<file path="config.mk">
export PLATFORM = sky130hd
export DESIGN_NAME = hilo_muldiv_flat
export DESIGN_NICKNAME = d
export VERILOG_FILES = /design/src/rtl/hilo_muldiv_if.sv /design/src/rtl/hilo_muldiv.sv /design/src/flat_wrapper.sv
export SDC_FILE = /design/constraint.sdc
export NUM_CORES = 2
export LEC_CHECK = 0
export BUFFER_PORTS_ARGS = -buffer_cell sky130_fd_sc_hd__buf_2
export CAP_MARGIN = 5
export CORE_MARGIN = 2
export CORE_UTILIZATION = 30
export DETAILED_ROUTE_END_ITERATION = 16
export SYNTH_ARGS = -nofsm -noshare
export SYNTH_HDL_FRONTEND = slang
export SYNTH_SLANG_ARGS = --single-unit
</file>
<file path="constraint.sdc">
create_clock -name clk -period 8 [get_ports clk]
set_clock_uncertainty 0.1 [all_clocks]
set_input_delay 2 -clock clk [delete_from_list [all_inputs] [get_ports clk]]
set_output_delay 2 -clock clk [all_outputs]
set_load 0.005 [all_outputs]
</file>
<file path="src/rtl/hilo_muldiv_if.sv">
// Request/result bundle between the execute stage and the HI/LO multiply/divide unit.
interface hilo_muldiv_if #(
    parameter int unsigned WIDTH = 32
) ();
    logic             op_valid;
    logic             op_ready;
    logic [2:0]       op;
    logic [WIDTH-1:0] rs_val;
    logic [WIDTH-1:0] rt_val;
    logic             flush;
    logic             busy;
    logic             done;
    logic [WIDTH-1:0] hi;
    logic [WIDTH-1:0] lo;

    modport master (
        output op_valid, op, rs_val, rt_val, flush,
        input  op_ready, busy, done, hi, lo
    );

    modport slave (
        input  op_valid, op, rs_val, rt_val, flush,
        output op_ready, busy, done, hi, lo
    );
endinterface

</file>
<file path="src/rtl/hilo_muldiv.sv">
// Multi-cycle multiply/divide unit owning the MIPS HI/LO pair.
// Multiply is a fixed-latency multicycle path; divide is restoring radix-2 plus a sign-fix cycle.
module hilo_muldiv #(
    parameter int unsigned WIDTH   = 32,
    parameter int unsigned MUL_LAT = 2
) (
    input logic         clk,
    input logic         rst,
    hilo_muldiv_if.slave bus
);
    localparam int unsigned CW = $clog2(WIDTH + 1);
    localparam int unsigned MW = (MUL_LAT > 1) ? $clog2(MUL_LAT) : 1;

    typedef enum logic [1:0] {ST_IDLE, ST_MUL, ST_DIV, ST_FIX} state_e;
    typedef enum logic [2:0] {
        OP_NONE, OP_MULT, OP_MULTU, OP_DIV, OP_DIVU, OP_MTHI, OP_MTLO
    } op_e;

    state_e           state_q, state_d;
    logic [WIDTH-1:0] hi_q, hi_d, lo_q, lo_d;
    logic             done_q, done_d;
    logic [MW-1:0]    mcnt_q, mcnt_d;
    logic [CW-1:0]    cnt_q, cnt_d;
    // a_q: multiplicand, or dividend shifting out while quotient bits shift in
    logic [WIDTH-1:0] a_q, a_d, b_q, b_d;
    logic [WIDTH-1:0] rem_q, rem_d, rsraw_q, rsraw_d;
    logic             sgn_q, sgn_d, qneg_q, qneg_d, rneg_q, rneg_d, dz_q, dz_d;

    logic                 accept, dsigned, rs_neg, rt_neg, ge;
    logic [2*WIDTH-1:0]   ax, bx, prod;
    logic [WIDTH:0]       shifted, diff;
    logic [WIDTH-1:0]     q_fix, r_fix;

    always_ff @(posedge clk) begin
        if (rst) begin
            state_q <= ST_IDLE;
            hi_q    <= '0;
            lo_q    <= '0;
            done_q  <= 1'b0;
            mcnt_q  <= '0;
            cnt_q   <= '0;
            a_q     <= '0;
            b_q     <= '0;
            rem_q   <= '0;
            rsraw_q <= '0;
            sgn_q   <= 1'b0;
            qneg_q  <= 1'b0;
            rneg_q  <= 1'b0;
            dz_q    <= 1'b0;
        end else begin
            state_q <= state_d;
            hi_q    <= hi_d;
            lo_q    <= lo_d;
            done_q  <= done_d;
            mcnt_q  <= mcnt_d;
            cnt_q   <= cnt_d;
            a_q     <= a_d;
            b_q     <= b_d;
            rem_q   <= rem_d;
            rsraw_q <= rsraw_d;
            sgn_q   <= sgn_d;
            qneg_q  <= qneg_d;
            rneg_q  <= rneg_d;
            dz_q    <= dz_d;
        end
    end

    always_comb begin
        state_d = state_q;
        hi_d    = hi_q;
        lo_d    = lo_q;
        done_d  = 1'b0;
        mcnt_d  = mcnt_q;
        cnt_d   = cnt_q;
        a_d     = a_q;
        b_d     = b_q;
        rem_d   = rem_q;
        rsraw_d = rsraw_q;
        sgn_d   = sgn_q;
        qneg_d  = qneg_q;
        rneg_d  = rneg_q;
        dz_d    = dz_q;

        accept  = bus.op_valid && (state_q == ST_IDLE) && !bus.flush;
        dsigned = (bus.op == OP_DIV);
        rs_neg  = dsigned & bus.rs_val[WIDTH-1];
        rt_neg  = dsigned & bus.rt_val[WIDTH-1];

        // Sign-extending to 2*WIDTH makes the truncated product correct for both signednesses
        ax   = {{WIDTH{sgn_q & a_q[WIDTH-1]}}, a_q};
        bx   = {{WIDTH{sgn_q & b_q[WIDTH-1]}}, b_q};
        prod = ax * bx;

        shifted = {rem_q, a_q[WIDTH-1]};
        ge      = shifted >= {1'b0, b_q};
        diff    = shifted - {1'b0, b_q};
        q_fix   = qneg_q ? -a_q : a_q;
        r_fix   = rneg_q ? -rem_q : rem_q;

        case (state_q)
            ST_IDLE: begin
                if (accept) begin
                    case (bus.op)
                        OP_MULT, OP_MULTU: begin
                            a_d     = bus.rs_val;
                            b_d     = bus.rt_val;
                            sgn_d   = (bus.op == OP_MULT);
                            mcnt_d  = '0;
                            state_d = ST_MUL;
                        end
                        OP_DIV, OP_DIVU: begin
                            a_d     = rs_neg ? -bus.rs_val : bus.rs_val;
                            b_d     = rt_neg ? -bus.rt_val : bus.rt_val;
                            rem_d   = '0;
                            qneg_d  = rs_neg ^ rt_neg;
                            rneg_d  = rs_neg;
                            dz_d    = (bus.rt_val == '0);
                            rsraw_d = bus.rs_val;
                            cnt_d   = '0;
                            state_d = ST_DIV;
                        end
                        OP_MTHI: hi_d = bus.rs_val;
                        OP_MTLO: lo_d = bus.rs_val;
                        default: ;
                    endcase
                end
            end
            ST_MUL: begin
                if (bus.flush) begin
                    state_d = ST_IDLE;
                end else if (mcnt_q == MW'(MUL_LAT - 1)) begin
                    {hi_d, lo_d} = prod;
                    done_d       = 1'b1;
                    state_d      = ST_IDLE;
                end else begin
                    mcnt_d = mcnt_q + 1'b1;
                end
            end
            ST_DIV: begin
                if (bus.flush) begin
                    state_d = ST_IDLE;
                end else begin
                    rem_d = ge ? diff[WIDTH-1:0] : shifted[WIDTH-1:0];
                    a_d   = {a_q[WIDTH-2:0], ge};
                    if (cnt_q == CW'(WIDTH - 1)) begin
                        state_d = ST_FIX;
                    end else begin
                        cnt_d = cnt_q + 1'b1;
                    end
                end
            end
            ST_FIX: begin
                state_d = ST_IDLE;
                if (!bus.flush) begin
                    // Most-negative / -1 falls out naturally: the magnitude quotient is unchanged by negation
                    lo_d   = dz_q ? '1 : q_fix;
                    hi_d   = dz_q ? rsraw_q : r_fix;
                    done_d = 1'b1;
                end
            end
            default: state_d = ST_IDLE;
        endcase
    end

    assign bus.op_ready = (state_q == ST_IDLE);
    assign bus.busy     = (state_q != ST_IDLE);
    assign bus.done     = done_q;
    assign bus.hi       = hi_q;
    assign bus.lo       = lo_q;
endmodule
</file>
<file path="src/flat_wrapper.sv">
// flat-port wrapper written by rule: the top's interface ports become plain ports
module hilo_muldiv_flat 
#(
    parameter int unsigned WIDTH   = 32,
    parameter int unsigned MUL_LAT = 2
)
  (clk, rst, bus_op_valid, bus_op, bus_rs_val, bus_rt_val, bus_flush, bus_op_ready, bus_busy, bus_done, bus_hi, bus_lo);
  hilo_muldiv_if #(.WIDTH(WIDTH)) bus_i ();
  input logic clk;
  input logic rst;
  input wire logic [$bits(bus_i.op_valid)-1:0] bus_op_valid;
  input wire logic [$bits(bus_i.op)-1:0] bus_op;
  input wire logic [$bits(bus_i.rs_val)-1:0] bus_rs_val;
  input wire logic [$bits(bus_i.rt_val)-1:0] bus_rt_val;
  input wire logic [$bits(bus_i.flush)-1:0] bus_flush;
  output wire logic [$bits(bus_i.op_ready)-1:0] bus_op_ready;
  output wire logic [$bits(bus_i.busy)-1:0] bus_busy;
  output wire logic [$bits(bus_i.done)-1:0] bus_done;
  output wire logic [$bits(bus_i.hi)-1:0] bus_hi;
  output wire logic [$bits(bus_i.lo)-1:0] bus_lo;
  assign bus_i.op_valid = bus_op_valid;
  assign bus_i.op = bus_op;
  assign bus_i.rs_val = bus_rs_val;
  assign bus_i.rt_val = bus_rt_val;
  assign bus_i.flush = bus_flush;
  assign bus_op_ready = bus_i.op_ready;
  assign bus_busy = bus_i.busy;
  assign bus_done = bus_i.done;
  assign bus_hi = bus_i.hi;
  assign bus_lo = bus_i.lo;
  hilo_muldiv #(.WIDTH(WIDTH), .MUL_LAT(MUL_LAT)) u_core (.clk(clk), .rst(rst), .bus(bus_i));
endmodule
</file>
# Yosys cells after proc, flatten, opt, wreduce, memory -nomap -nowiden
# Index checks and enable logic that the tools add are counted.
# totals
reg_bits,206
inputBits,71
output_inout_bits,67
elab_cells,122
# classes
add_sub_neg,7
mul,1
magnitude_cmp,1
eq_ne,23
mux,49
bitwise_logic,5
reduce_logical,22
# ops
op,n
2-to-1 mux 32 bit,22
case mux 32 bit (2 select lines),4
case mux 32 bit (3 select lines),2
negation 32 bit,4
multiplier 33 x 33 -> 64 bit,1
>= comparator 33 x 32 -> 1 bit,1
zero test 32 bit,1
subtractor 32 bit,1
2-to-1 mux 6 bit,4
AND reduction 4 bit,4
!= test 2 x 1 -> 1 bit (second input constant),6
case mux 6 bit (2 select lines),1
AND reduction 6 bit,2
2-to-1 mux 2 bit,5
equality test 3 bit (second input constant),3
AND reduction 3 bit,3
!= test 2 bit (second input constant),4
case mux 2 bit (4 select lines),1
nonzero test 2 bit,4
2-to-1 mux 1 bit,7
adder 6 x 1 -> 6 bit (second input constant),1
equality test 3 x 2 -> 1 bit (second input constant),2
equality test 6 x 5 -> 1 bit (second input constant),1
!= test 3 x 2 -> 1 bit (second input constant),2
other kinds (15),22

# Logic depth before layout (Yosys ltp)
# logic_depth
word_depth,6
ltp_mapped,31
mapped_depth_nobuf,28

# Least setup slack after synthesis
# No wires, ideal clock.
# synth_timing
path_kind,reg2reg
from,register u_core.a_q[14]
to,register u_core.hi_q[24] (netlist: u_core.bus.hi[24])
setup_time_ns,0.125
arrival_time_ns,7.833
required_ns,7.775
path_slack_ns,-0.058
stages_incl_launch_ff,29
n_path_buf,3
synth_period_minus_slack_ns,8.058
cell_sequence,dfxtp_1 -> clkbuf_1 -> buf_1 -> nand2_1 -> fa_1 -> inv_1 -> fa_1 -> fa_1 -> inv_1 -> fa_1 -> fa_1 -> inv_1 -> fa_1 -> fa_1 -> inv_1 -> fa_1 -> inv_1 -> ha_1 -> clkbuf_1 -> a211oi_1 -> o211ai_1 -> a221o_1 -> a2111oi_0 -> a21oi_1 -> a41oi_1 -> o31ai_1 -> a311oi_1 -> xor2_1 -> o22ai_1
# synth_via
elab_chain_cells,4
# synth_rtl
element,line_no,text
from (decl),hilo_muldiv.sv:25,"logic [WIDTH-1:0] a_q, a_d, b_q, b_d;"
from (signal assigned),hilo_muldiv.sv:42,a_q <= '0;
from (signal assigned),hilo_muldiv.sv:57,a_q <= a_d;
multiplier 33 x 33 -> 64 bit,hilo_muldiv.sv:92,prod = ax * bx;
2-to-1 mux 32 bit,hilo_muldiv.sv:131,end else if (mcnt_q == MW'(MUL_LAT - 1)) begin
2-to-1 mux 32 bit,hilo_muldiv.sv:129,if (bus.flush) begin
case mux 32 bit (3 select lines),hilo_muldiv.sv:100,case (state_q)
to (signal assigned),hilo_muldiv.sv:52,hi_q <= hi_d;
to (decl),hilo_muldiv.sv:20,"logic [WIDTH-1:0] hi_q, hi_d, lo_q, lo_d;"
# No other way between the ends. The select of a mux whose other input is x is not followed.
# A chain may end at the register's enable or synchronous reset.

# Worst setup path in the final report
# layout_timing
from,register u_core.sgn_q
to,register u_core.hi_q[25] (netlist: u_core.bus.hi[25])
# layout_via
elab_chain_cells,5
word_cells_on_any_way,6
classes_between,mul (1); mux (3); bitwise (2)
# layout_rtl
element,line_no,text
from (decl),hilo_muldiv.sv:27,"logic sgn_q, sgn_d, qneg_q, qneg_d, rneg_q, rneg_d, dz_q, dz_d;"
from (signal assigned),hilo_muldiv.sv:61,sgn_q <= sgn_d;
AND 1 bit (on tied branches),"hilo_muldiv.sv:90, hilo_muldiv.sv:91",
multiplier 33 x 33 -> 64 bit (*),hilo_muldiv.sv:92,
2-to-1 mux 32 bit (*),hilo_muldiv.sv:131,
2-to-1 mux 32 bit (*),hilo_muldiv.sv:129,
case mux 32 bit (3 select lines) (*),hilo_muldiv.sv:100,
# Mark *: on every way between the ends. The rest lies on a longest branch, timed or not. The select of a mux whose other input is x is not followed.

==> impl_metrics.py <==
metrics = {
    "sta": {
        "finalHoldViolCount": 0,
        "max_freq_ghz": 0.127,
        "finalCriticalPeriod_ns": 7.85,
        "finalSetupViolations": 0,
        "slew_violations": 0,
        "post-route-period-util_pct": 98.1,
        "slew_headroom_pct": 22.3,
        "rsz0062_at_grt": "yes",
        "tightestPinTransition_ns": 1.16,
    },
    "worst_setup_path": {
        "cp.required_ns": 8.37,
        "worst_path_largest_cell_delay_ns": 0.54,
        "reg2reg_depth": 27,
        "path_class": "flop to flop",
        "worstReg2RegStart": "u_core.sgn_q$_SDFFE_PP0P_",
        "cpMaxStageDelayCell": "fa_1",
        "path_max_fanout": 30,
        "r2r_slack_ns": 0.15,
        "timing.rr.end": "u_core.bus.hi[25]$_SDFFE_PP0P_",
        "critical_path.startpoint_type": "flop",
        "cp_common_cell": "fa_1",
        "critPathCaptureType": "flop",
        "crit_arrival_ns": 8.21,
    },
    "synthesis": {
        "synthArstFlopShare_pct": 0,
        "ys_seq_area_share_pct": 8.06,
        "ys_types": 81,
        "ys_top_cells_by_area": "fa_1, inv_1, dfxtp_1",
        "yosys.area.top_type": "fa_1",
        "synth_top_area_share_pct": 44.0,
        "ys_ff_latch": 206,
        "synth_nets": 7476,
        "yosysWarnings": 0,
        "synth_flop_cell": "dfxtp_1",
        "ys_top_cells_by_count": "inv_1, fa_1, nand2_1",
        "synth-edff-count": 0,
        "yosysMostFrequentCell": "inv_1",
        "syn_area_sq_um": 51200,
        "avgSynthCellArea_sq_um": 8.49,
        "synth_cells": 6029,
    },
    "drt": {
        "drt-vias-per-instance": 5.00,
        "antenna_left": 0,
        "wl_microns": 173000,
        "wire_per_inst_microns": 20.2,
        "first_pass_iters": 5,
        "num_vias": 42800,
        "drtIter0Drc": 2947,
        "drcViolationCount": 0,
    },
    "layout": {
        "fin_util_pct": 35.0,
        "syn_to_final_growth_pct": 16.1,
        "drive_gt1_share_pct": 14.0,
        "nets": 7774,
        "fillCellCount": 17400,
        "fin_cells": 8568,
    },
    "clocking": {
        "h-tree-depth": 1,
        "clockBufferDepth": 3,
        "numClockSinks": 206,
        "numCtsBuffers": 24,
        "clkTransAtPathRegs_ns": 0.07,
        "ctsHoldBuffers": 0,
        "cts_tree": "yes",
        "clkLatencyLatePin_ns": 0.59,
        "cts_root_buffer": "clkbuf_16",
    },
    "run_status": {
        "outcome": "completed",
    },
    "floorplan": {
        "boundaryPins": 138,
        "initial_core_util_pct": 30.2,
        "die-width_microns": 417,
        "core_area_sq_um": 169000,
        "die_h_microns": 417,
        "core.rowCount": 151,
        "dieArea_sq_um": 174000,
    },
    "grt": {
        "grt_overflow": 0,
        "grt_pass1_wl_microns": 268000,
        "antenna_found_initial": 7,
        "track_usage_pct": 19.9,
        "use_met2_pct": 35.5,
        "grt_pass1_vias": 44900,
        "grt_max_degree": 81,
        "use_met1_pct": 24.3,
        "busiest_layer": "met2",
        "use_met3_pct": 1.65,
    },
    "hold_path": {
        "min_path_cells": 2,
        "min_path_type": "flop to flop",
        "hold_end": "u_core.qneg_q$_SDFFE_PP0P_",
        "worstHoldStart": "u_core.qneg_q$_SDFFE_PP0P_",
    },
    "pwr": {
        "p_leak_uw": 0.0277,
        "ir_drop_mv": 0.158,
        "power_density_nw_per_um2": 75.9,
    },
    "place": {
        "io_buffers": 137,
        "gp_congestion": 0.970,
        "place_inst": 8490,
        "place_hpwl_microns": 146000,
    },
    "job": {
        "cap_violations": 0,
    },
}
## cell type report
| class | instances | area (sq um) | share of cell area, % |
|---|---|---|---|
| Inverter | 1185 | 4460 | 7.51 |
| Clock buffer | 29 | 649 | 1.09 |
| Tap cell | 2218 | 2780 | 4.67 |
| Antenna cell | 7 | 17.5 | 0.0295 |
| Multi-Input combinational cell | 4248 | 41800 | 70.5 |
| Timing Repair Buffer | 662 | 5240 | 8.83 |
| Clock inverter | 13 | 204 | 0.343 |
| Sequential cell | 206 | 4200 | 7.07 |
## registers in the layout (all words and copies together) (netlist names)
signal and cells:
u_core.rsraw_q 32, u_core.state_q 2, u_core.mcnt_q 1, u_core.rneg_q 1
u_core.qneg_q 1, u_core.bus.lo 32, u_core.dz_q 1, u_core.bus.done 1
u_core.bus.hi 32, u_core.cnt_q 6, u_core.a_q 32, u_core.sgn_q 1
u_core.b_q 32, u_core.rem_q 32
## power by group
group | leakage (uW) | internal (uW) | total, uW | switching [uW]
Combinational | 0.0256 | 775 | 2110 | 1340
Sequential | 0.00169 | 1080 | 1150 | 70.2
Clock | 0.000404 | 712 | 1250 | 540
Total | 0.0277 | 2560 | 4510 | 1950
## metal layers
metal / wire [microns] / share of wire [%]
met4: 9150 / 5.3
met2: 88500 / 51
met3: 8710 / 5.0
met1: 66700 / 39
met5: 0 / 0
## cells by family after synthesis
family	after synthesis	synth area share (%)
fa+ha+maj	1376	50.2
compound gates	781	9.73
xor+xnor	222	3.80
mux	17	0.333
buf+inv	1575	11.6
simple gates	1852	16.3
flops	206	8.06
## worst max-delay path, delay by kind of cell, from the launching register on
kind	cells	cell delay [ns]
adder cells (fa/ha/maj)	9	4.16
AO/OA/AOI/OAI	5	1.21
buffers and inverters	7	0.93
AND/OR/NAND/NOR	6	0.86
flip-flops	1	0.42
## stage by stage
step	TNS [ns]	power [uW]	hold slack, ns	instance area [sq um]	setup WS [ns]
after detailed placement	-5.71	3180	0.346	57300	-0.424
after CTS	-0.0341	4440	0.353	58400	-0.0177
final	0	4510	0.353	59400	0.152
after global placement	-4.25	3170	0.339	57300	-0.539
after floorplan	0	2240	0.331	51200	0.0306
after global routing	-0.163	4720	0.366	59400	-0.0331
## cells in the final DEF (no fill, tap or decap), types with 14 or more instances in the layout
cell          n
o41ai_1      19
mux2i_1      17
fa_1       1112
xor2_1      107
fa_2         14
nor4_1       15
buf_12       37
nor2_1      316
nand4_1      28
buf_6        36
ha_1        236
dfxtp_1     175
nand2_1     950
dfxtp_4      14
buf_4       451
nor2b_1      21
buf_2       136
and2_1      299
a21oi_1     214
xnor2_1     109
o31ai_1      36
o21ai_0     153
a211oi_1     81
nand3_1      36
dfxtp_2      17
and3_1       30
inv_1      1168
nor3_1       49
a31oi_1      25
a21o_1       43
o211ai_1     39
or2_2        16
clkbuf_16    24
a21oi_2      18
or3_1        17
## worst max path at each step
stage	start	to
floorplan	u_core.a_q[16]$_SDFFE_PP0P_	u_core.bus.hi[26]$_SDFFE_PP0P_
global placement	u_core.sgn_q$_SDFFE_PP0P_	u_core.bus.hi[25]$_SDFFE_PP0P_
detailed placement	u_core.sgn_q$_SDFFE_PP0P_	u_core.bus.hi[25]$_SDFFE_PP0P_
CTS	u_core.b_q[0]$_SDFFE_PP0P_	u_core.bus.hi[26]$_SDFFE_PP0P_
global route	u_core.b_q[1]$_SDFFE_PP0P_	u_core.bus.hi[26]$_SDFFE_PP0P_
finish	u_core.sgn_q$_SDFFE_PP0P_	u_core.bus.hi[25]$_SDFFE_PP0P_
## timing repair
action / CTS / global route
gates resized for setup: 54 / 197
setup endpoints to repair: 31 / 33
pin swaps: 8 / 91
buffers inserted: 2 / 32
No activity file was read; power rests on OpenSTA's default activity.
